===== src/rtl/demux_mailbox_bank.sv =====
// Purpose: 1-to-16 demux into single-entry mailbox lanes, popped by index by a consumer.
// Latency: write visible on lane_full/out_bus 1 cycle after accept; pop data/pulses 1 cycle after rd_en.
// Backpressure: in_ready low when the addressed lane is full (unless popped that cycle) or clr is asserted.
module demux_mailbox_bank #(
    parameter int WIDTH = 32,
    parameter int LANES = 16,
    parameter int SEL_W = 4
) (
    input  logic                   clk,
    input  logic                   rst_n,
    input  logic                   clr,
    input  logic                   in_valid,
    output logic                   in_ready,
    input  logic [SEL_W-1:0]       in_sel,
    input  logic [WIDTH-1:0]       in_data,
    input  logic                   rd_en,
    input  logic [SEL_W-1:0]       rd_sel,
    output logic [WIDTH-1:0]       rd_data,
    output logic                   rd_valid,
    output logic                   rd_err,
    output logic [LANES-1:0]       lane_full,
    output logic [4:0]             count,
    output logic [WIDTH*LANES-1:0] out_bus
);

    logic [WIDTH-1:0] lane_q [LANES];
    logic [LANES-1:0] full_q, full_d;
    logic [4:0]       count_q, count_d;
    logic [WIDTH-1:0] rd_data_q;
    logic             rd_valid_q;
    logic             rd_err_q;

    logic             same_lane_pop;
    logic             wr_fire;
    logic             pop_ok;
    logic             pop_err;

    // A full lane becomes writable in the cycle it is being popped; clr blocks everything.
    assign same_lane_pop = rd_en && (rd_sel == in_sel);
    assign in_ready      = !clr && (!full_q[in_sel] || same_lane_pop);
    assign wr_fire       = in_valid && in_ready;
    assign pop_ok        = rd_en && !clr && full_q[rd_sel];
    assign pop_err       = rd_en && !clr && !full_q[rd_sel];

    // Next full flags: pop clears first so a same-lane write re-sets it; clr wins over both.
    always_comb begin
        full_d = full_q;
        if (pop_ok) begin
            full_d[rd_sel] = 1'b0;
        end
        if (wr_fire) begin
            full_d[in_sel] = 1'b1;
        end
        if (clr) begin
            full_d = '0;
        end
    end

    // Occupancy tracks accepted writes minus successful pops; pass-through nets to zero.
    always_comb begin
        count_d = count_q;
        if (clr) begin
            count_d = '0;
        end else if (wr_fire && !pop_ok) begin
            count_d = count_q + 5'd1;
        end else if (pop_ok && !wr_fire) begin
            count_d = count_q - 5'd1;
        end
    end

    // Lane storage: only an accepted write changes a lane; pops and clr leave data in place.
    always_ff @(posedge clk or negedge rst_n) begin
        if (!rst_n) begin
            for (int k = 0; k < LANES; k++) begin
                lane_q[k] <= '0;
            end
        end else if (wr_fire) begin
            lane_q[in_sel] <= in_data;
        end
    end

    // Flags, count and pop result registers; rd_data captures the pre-write lane value.
    always_ff @(posedge clk or negedge rst_n) begin
        if (!rst_n) begin
            full_q     <= '0;
            count_q    <= '0;
            rd_data_q  <= '0;
            rd_valid_q <= 1'b0;
            rd_err_q   <= 1'b0;
        end else begin
            full_q     <= full_d;
            count_q    <= count_d;
            rd_valid_q <= pop_ok;
            rd_err_q   <= pop_err;
            if (pop_ok) begin
                rd_data_q <= lane_q[rd_sel];
            end
        end
    end

    assign lane_full = full_q;
    assign count     = count_q;
    assign rd_data   = rd_data_q;
    assign rd_valid  = rd_valid_q;
    assign rd_err    = rd_err_q;

    // Flat view of every lane for the downstream 16:1 select stage.
    for (genvar g = 0; g < LANES; g++) begin : g_bus
        assign out_bus[g*WIDTH +: WIDTH] = lane_q[g];
    end

endmodule


===== config.mk =====
export PLATFORM = sky130hd
export DESIGN_NAME = demux_mailbox_bank
export DESIGN_NICKNAME = d
export VERILOG_FILES = /design/src/rtl/demux_mailbox_bank.sv
export SDC_FILE = /design/constraint.sdc
export NUM_CORES = 1
export LEC_CHECK = 0
export CORE_AREA = 3 3 240 242
export CTS_BUF_LIST = sky130_fd_sc_hd__clkbuf_8
export DETAILED_ROUTE_END_ITERATION = 12
export DIE_AREA = 0 0 243 245
export GPL_ROUTABILITY_DRIVEN = 0
export PLACE_DENSITY_LB_ADDON = 0.15
export SETUP_SLACK_MARGIN = 0.4
export SLEW_MARGIN = 20
export SYNTH_ARGS = -nofsm -noshare
export SYNTH_HDL_FRONTEND = slang
export SYNTH_SLANG_ARGS = --single-unit
export TNS_END_PERCENT = 20

===== constraint.sdc =====
create_clock -name clk -period 3.2 [get_ports clk]
set_input_delay 0.64 -clock clk [delete_from_list [all_inputs] [get_ports clk]]
set_output_delay 0.64 -clock clk [all_outputs]
set_load 0.01 [all_outputs]

### Yosys cells after proc, flatten, opt, wreduce, memory -nomap -nowiden

Index checks and enable logic that the tools add are counted.
Widths: inputs -> output; s select.

| storage, ports and cells | value |
|---|---|
| word-level logic and storage cells | 74 |
| register bits after elaboration | 567 |
| output and inout bits | 568 |

| operators by class | value |
|---|---|
| muxes and demuxes | 20 |
| reduce and logical (&&, ||, !) cells | 18 |
| bitwise operators | 5 |
| order comparisons | 7 |
| add/subtract/negate cells | 2 |
| equality and inequality tests | 1 |

Operators by type and width:

| cell | number |
|---|---|
| $bwmux 512 | 1 |
| $bmux 32 s4 | 1 |
| $demux 32 s4 | 1 |
| $mux 32 | 3 |
| $mux 16 | 3 |
| $and 16x16->16 | 1 |
| $not 16->16 | 1 |
| $or 16x16->16 | 1 |
| $mux 5 | 3 |
| $logic_and 1x1->1 | 11 |
| $ge 5x5->1 const B | 2 |
| $lt 4x5->1 const B | 2 |
| $not 4->5 | 2 |
| $bmux 1 s4 | 2 |
| $demux 1 s4 | 2 |
| $ge 4x1->1 const B | 2 |
| $add 5x1->5 const B | 1 |
| $logic_not 1->1 | 5 |
| $lt 5x1->1 const B | 1 |
| $sub 5x1->5 const B | 1 |
| $eq 4x4->1 | 1 |
| $mux 1 | 4 |
| $reduce_bool 3->1 | 1 |
| $logic_or 1x1->1 | 1 |

### Logic depth before layout (Yosys ltp)

Gate-level depths: netlist of the first run.

| logic depth | value |
|---|---|
| depth in word-level cells | 11 |
| depth in mapped cells | 13 |
| depth with buffers taken out | 11 |

### Least setup slack after synthesis of the first run

Ideal clock, no wire load.

| timing | value |
|---|---|
| path type | input to register |
| from | input port in_sel[0] |
| to | register count_q[4] (netlist: count[4]) |
| slack | -0.123 ns |
| cell stages on the path | 12 |
| required time | 3.129 ns |
| arrival | 3.252 ns |
| cell sequence | buf_2 -> mux4_2 -> mux2i_1 -> nand2_1 -> a31oi_4 -> nand2_1 -> fa_1 -> a21o_1 -> a21oi_1 -> o211ai_1 -> mux2_2 -> nand4_1 |

| on the way | value |
|---|---|
| cells in the longest elaborated chain, start to end | 9 |
| elaborated cells between the ends (all ways) | 14 |
| those cells by class | 1 x eq/ne; 4 x mux; 9 x reduce/logical |

Ends and longest elaborated chain:

| what | line | text |
|---|---|---|
| start: declaration | 14 | `input logic [SEL_W-1:0] in_sel,` |
| $bmux 1 s4 | 40 | `assign in_ready = !clr && (!full_q[in_sel] \|\| same_lane_pop);` |
| $mux 1 (not written as such) | 40 |  |
| $logic_not 1->1 | 40 |  |
| $logic_or 1x1->1 (*) | 40 |  |
| $logic_and 1x1->1 (*) | 40 |  |
| $logic_and 1x1->1 (*) | 41 | `assign wr_fire = in_valid && in_ready;` |
| $logic_and 1x1->1 / $logic_not 1->1 (equally long branches) | 64, 66 |  |
| $mux 5 / $logic_and 1x1->1 (equally long branches) | 64, 66 |  |
| $mux 5 / $reduce_bool 3->1 (equally long branches) | - |  |
| end signal: assignment | 92 | `count_q <= count_d;` |
| end: declaration | 28 | `logic [4:0] count_q, count_d;` |

Mark *: on every way between the ends. The rest lies on a longest branch, timed or not. The select of a mux whose other input is x is not followed.
A chain may end at the register's enable or synchronous reset.

### Final worst setup path of the first run

| timing | value |
|---|---|
| from | register full_q[15] (netlist: lane_full[15]) |
| to | output port in_ready |

| on the way | value |
|---|---|
| cells in the longest elaborated chain, start to end | 5 |

Ends and longest elaborated chain:

| what | line | text |
|---|---|---|
| start: declaration | 27 | `logic [LANES-1:0] full_q, full_d;` |
| start signal: assignment | 91 | `full_q <= full_d;` |
| $bmux 1 s4 | 40 |  |
| $mux 1 (not written as such) | 40 |  |
| $logic_not 1->1 | 40 |  |
| $logic_or 1x1->1 | 40 |  |
| $logic_and 1x1->1 | 40 |  |
| end: declaration | 13 | `output logic in_ready,` |

No other way between the ends. The select of a mux whose other input is x is not followed.

==> results of run 1 <==
==> per-stage QoR <==
stage / power (uW) / setup slack [ns] / util (%) / setup TNS [ns] / hold slack [ns]
floorplan: 12500 / 0.0453 / - / 0 / 0.344
global placement: 16800 / -0.391 / 60.6 / -15.76 / 0.490
detailed placement: 17000 / -0.450 / 60.6 / -28.79 / 0.496
CTS: 23800 / 0.174 / 64.4 / 0 / 0.451
global route: 24600 / 0.154 / 64.4 / 0 / 0.485
finish: 23600 / 0.241 / 64.4 / 0 / 0.461
==> cells in the final DEF, fill, tap and decap left out, types with 5 or more instances in the layout <==
cell / netlist / layout
clkdlybuf4s50_1: 0 / 604
dfrtp_1: 567 / 567
mux2_2: 496 / 496
mux4_2: 165 / 165
clkbuf_8: 0 / 135
buf_4: 21 / 65
mux2_1: 48 / 48
buf_12: 0 / 45
inv_1: 1 / 27
a21oi_1: 20 / 19
o21ai_0: 16 / 16
nand2_2: 4 / 13
mux2i_1: 11 / 11
nand2b_1: 11 / 11
clkinv_2: 0 / 8
nand2_1: 15 / 5
xnor2_1: 5 / 5
nand2_4: 4 / 5
==> worst paths after layout <==
path	to	cells after the start
worst max-delay path	in_ready	6
worst min-delay path	out_bus[30]	2
worst max register to register	count[4]	11
worst min register to register	rd_data[7]	1
max in group asynchronous	out_bus[465]	3
min in group clk	rd_data[7]	1
==> flip-flops by register name (all words and copies together) (netlist names) <==
name,flops
rd_err,1
rd_data,32
rd_valid,1
out_bus,512
lane_full,16
count,5
==> area by class of cell <==
class	instances	area (um^2)
fillers	4120	19700
flip-flops and latches	567	14200
multi-input cells	845	10900
repair buffers	723	7530
clock buffers	135	1860
well taps	748	936
clock inverters	37	185
inverters	2	7.51
diodes	1	2.50
==> cell families (layout without fill, tap and decap cells) <==
kind of cell	Yosys count	in the layout
mux	724	724
flops	567	567
buf+inv	130	897
simple gates	62	62
compound gates	46	46
xor+xnor	8	8
fa+ha+maj	5	5
other cells	0	1
==> routing by layer <==
layer,global-route usage (%),wire length [um],part of all wire [%],vias to the layer above
li1,-,-,-,7229
met3,9.31,7550,8.4,148
met5,0,8,0.0089,-
met2,49.9,44200,49,700
met1,37.6,34900,39,9478
met4,11.6,3250,3.6,2
==> repair_timing <==
item / 4_1_cts / 5_1_grt
pin swaps: 1 / 1
hold buffers: 1 / 0
endpoints found under the hold margin: 33 / 0
setup endpoints to repair: 2 / 2
buffers inserted: 0 / 2
gates resized for setup: 9 / 2
==> power breakdown <==
group	switching, uW	internal [uW]
Clock	2970	3800
Combinational	2730	4280
Sequential	1270	8600
Total	6970	16700
==> critical path: stages, from the launching register on <==
cell	delay, ns
dfrtp_1	0.43
mux4_2	0.51
mux2i_1	0.19
nand2_2	0.11
buf_6	0.13
a31oi_4	0.14
buf_6	0.13
==> run metrics, run 1 <==
largest net degree at the start of global routing=between 100 and 150; Final Net Count=2286; Yosys warning count=0; asr flop ratio synth=100%; die span in y=between 200 and 250 um; placed cell count=2882; unrepaired setup endpoints after global routing=true; initial core utilization=between 40% and 50%; Final Max Tran Viols=0; synthesized flop and latch total=approximately 570; max_cap viols=0; root buf cell=clkbuf_8; Pwr Density=664 mW/mm^2; Most used DFF post-synth=dfrtp_1; Vias/cell=between 5 and 6; GRT Total Usage=30.2%; simple-gate share of the synthesized area=1.61%; Critical Setup Path Class=reg2out; CTS tree=done; Worst EP required=2.56 ns; Longest Clk Path Bufs=3; worst reg2reg path startpoint=lane_full[15]; layout cells sized above 1=41.7%; via count=17600; Seq/Total Area, Yosys=55.2%; Die ar.=0.0595 mm^2; GRT overflow=0; Slew @ Worst Pin=0.851 ns; compound-gate portion of the synthesized area=1.11%; Iter 0 DRT Violations=just over 900; Max Fanout on Critical Path=4; adder-cell share of the synthesized area=0.273%; Synth area leaders=dfrtp_1, mux2_2, mux4_2; Worst Setup End Kind=output port; DR DRC count=0; initial antenna violation count=2; CTS Sinks=around 570; EDFF count, synth=0; largest family of logic cells by synthesized area=multiplexers; CP Launch Type=register; WL/cell=between 20 and 30 um; Syn Area/Cell=16.7 um^2; Gate Count Post-Synth=1542; Leak=0.0158 uW; Buffers on Ports=612; reg2reg setup slack=~0.35 ns; # rows=86; post-route ant nets=0; Cell Area, Placed=0.0335 mm^2; share of the synthesized area in the top cell type=55.2%; Synth Net Count=1592; Post-Synth XOR/XNOR Area=0.273%; Finish-stage setup viols=0; Synth area leader=dfrtp_1; 1st-pass router iterations=5; VDD IR max=458 uV; Setup Skew=roughly 0.028 ns; slew margin rel.=43.3%; I/O pins=613; period utilization=between 90 and 100%; first-pass GRT wire length=132000 um; core area=0.0553 mm^2; P&R area growth vs syn=38.7%; overall routed net length=between 80000 and 90000 um; fmax=338 MHz; most frequent cells after synthesis=dfrtp_1, mux2_2, mux4_2, mux2_1, clkbuf_1; Final Non-Filler Cells=3058; die width=243 um; clk slew on worst S/H paths=roughly 0.06 ns; Fin. Hold Viols=0; Worst Setup SP=lane_full[15]; most common cell in the synthesized netlist=dfrtp_1; vias in the first global route=18600; Arrival @ worst endpoint=2.32 ns; Worst-Skew Late Latency=0.69 ns; run status=complete, no violations; CTS H-Tree Depth=3; CTS Buf Count=97; fin crit period=slightly below 3 ns; Hold Path Class=in2async; multiplexer share of the synthesized area=39.0%; post-synth cell types=45; DP Wirelength=between 60000 and 70000 um; Design Area, Final=around 0.036 mm^2; Post-Syn Area=between 0.02 and 0.03 mm^2
No activity file was read; power rests on OpenSTA's default activity.
==> inputs of run 2 (changes only) <==
--- a/config.mk
+++ b/config.mk
@@ -5,6 +5,7 @@
 export SDC_FILE = /design/constraint.sdc
 export NUM_CORES = 1
 export LEC_CHECK = 0
+export CAP_MARGIN = 30
 export CORE_AREA = 3 3 240 242
 export CTS_BUF_LIST = sky130_fd_sc_hd__clkbuf_8
 export DETAILED_ROUTE_END_ITERATION = 12
==> results of run 2 <==
Same layout as run 1: the final DEF is identical, and so are final timing and power.
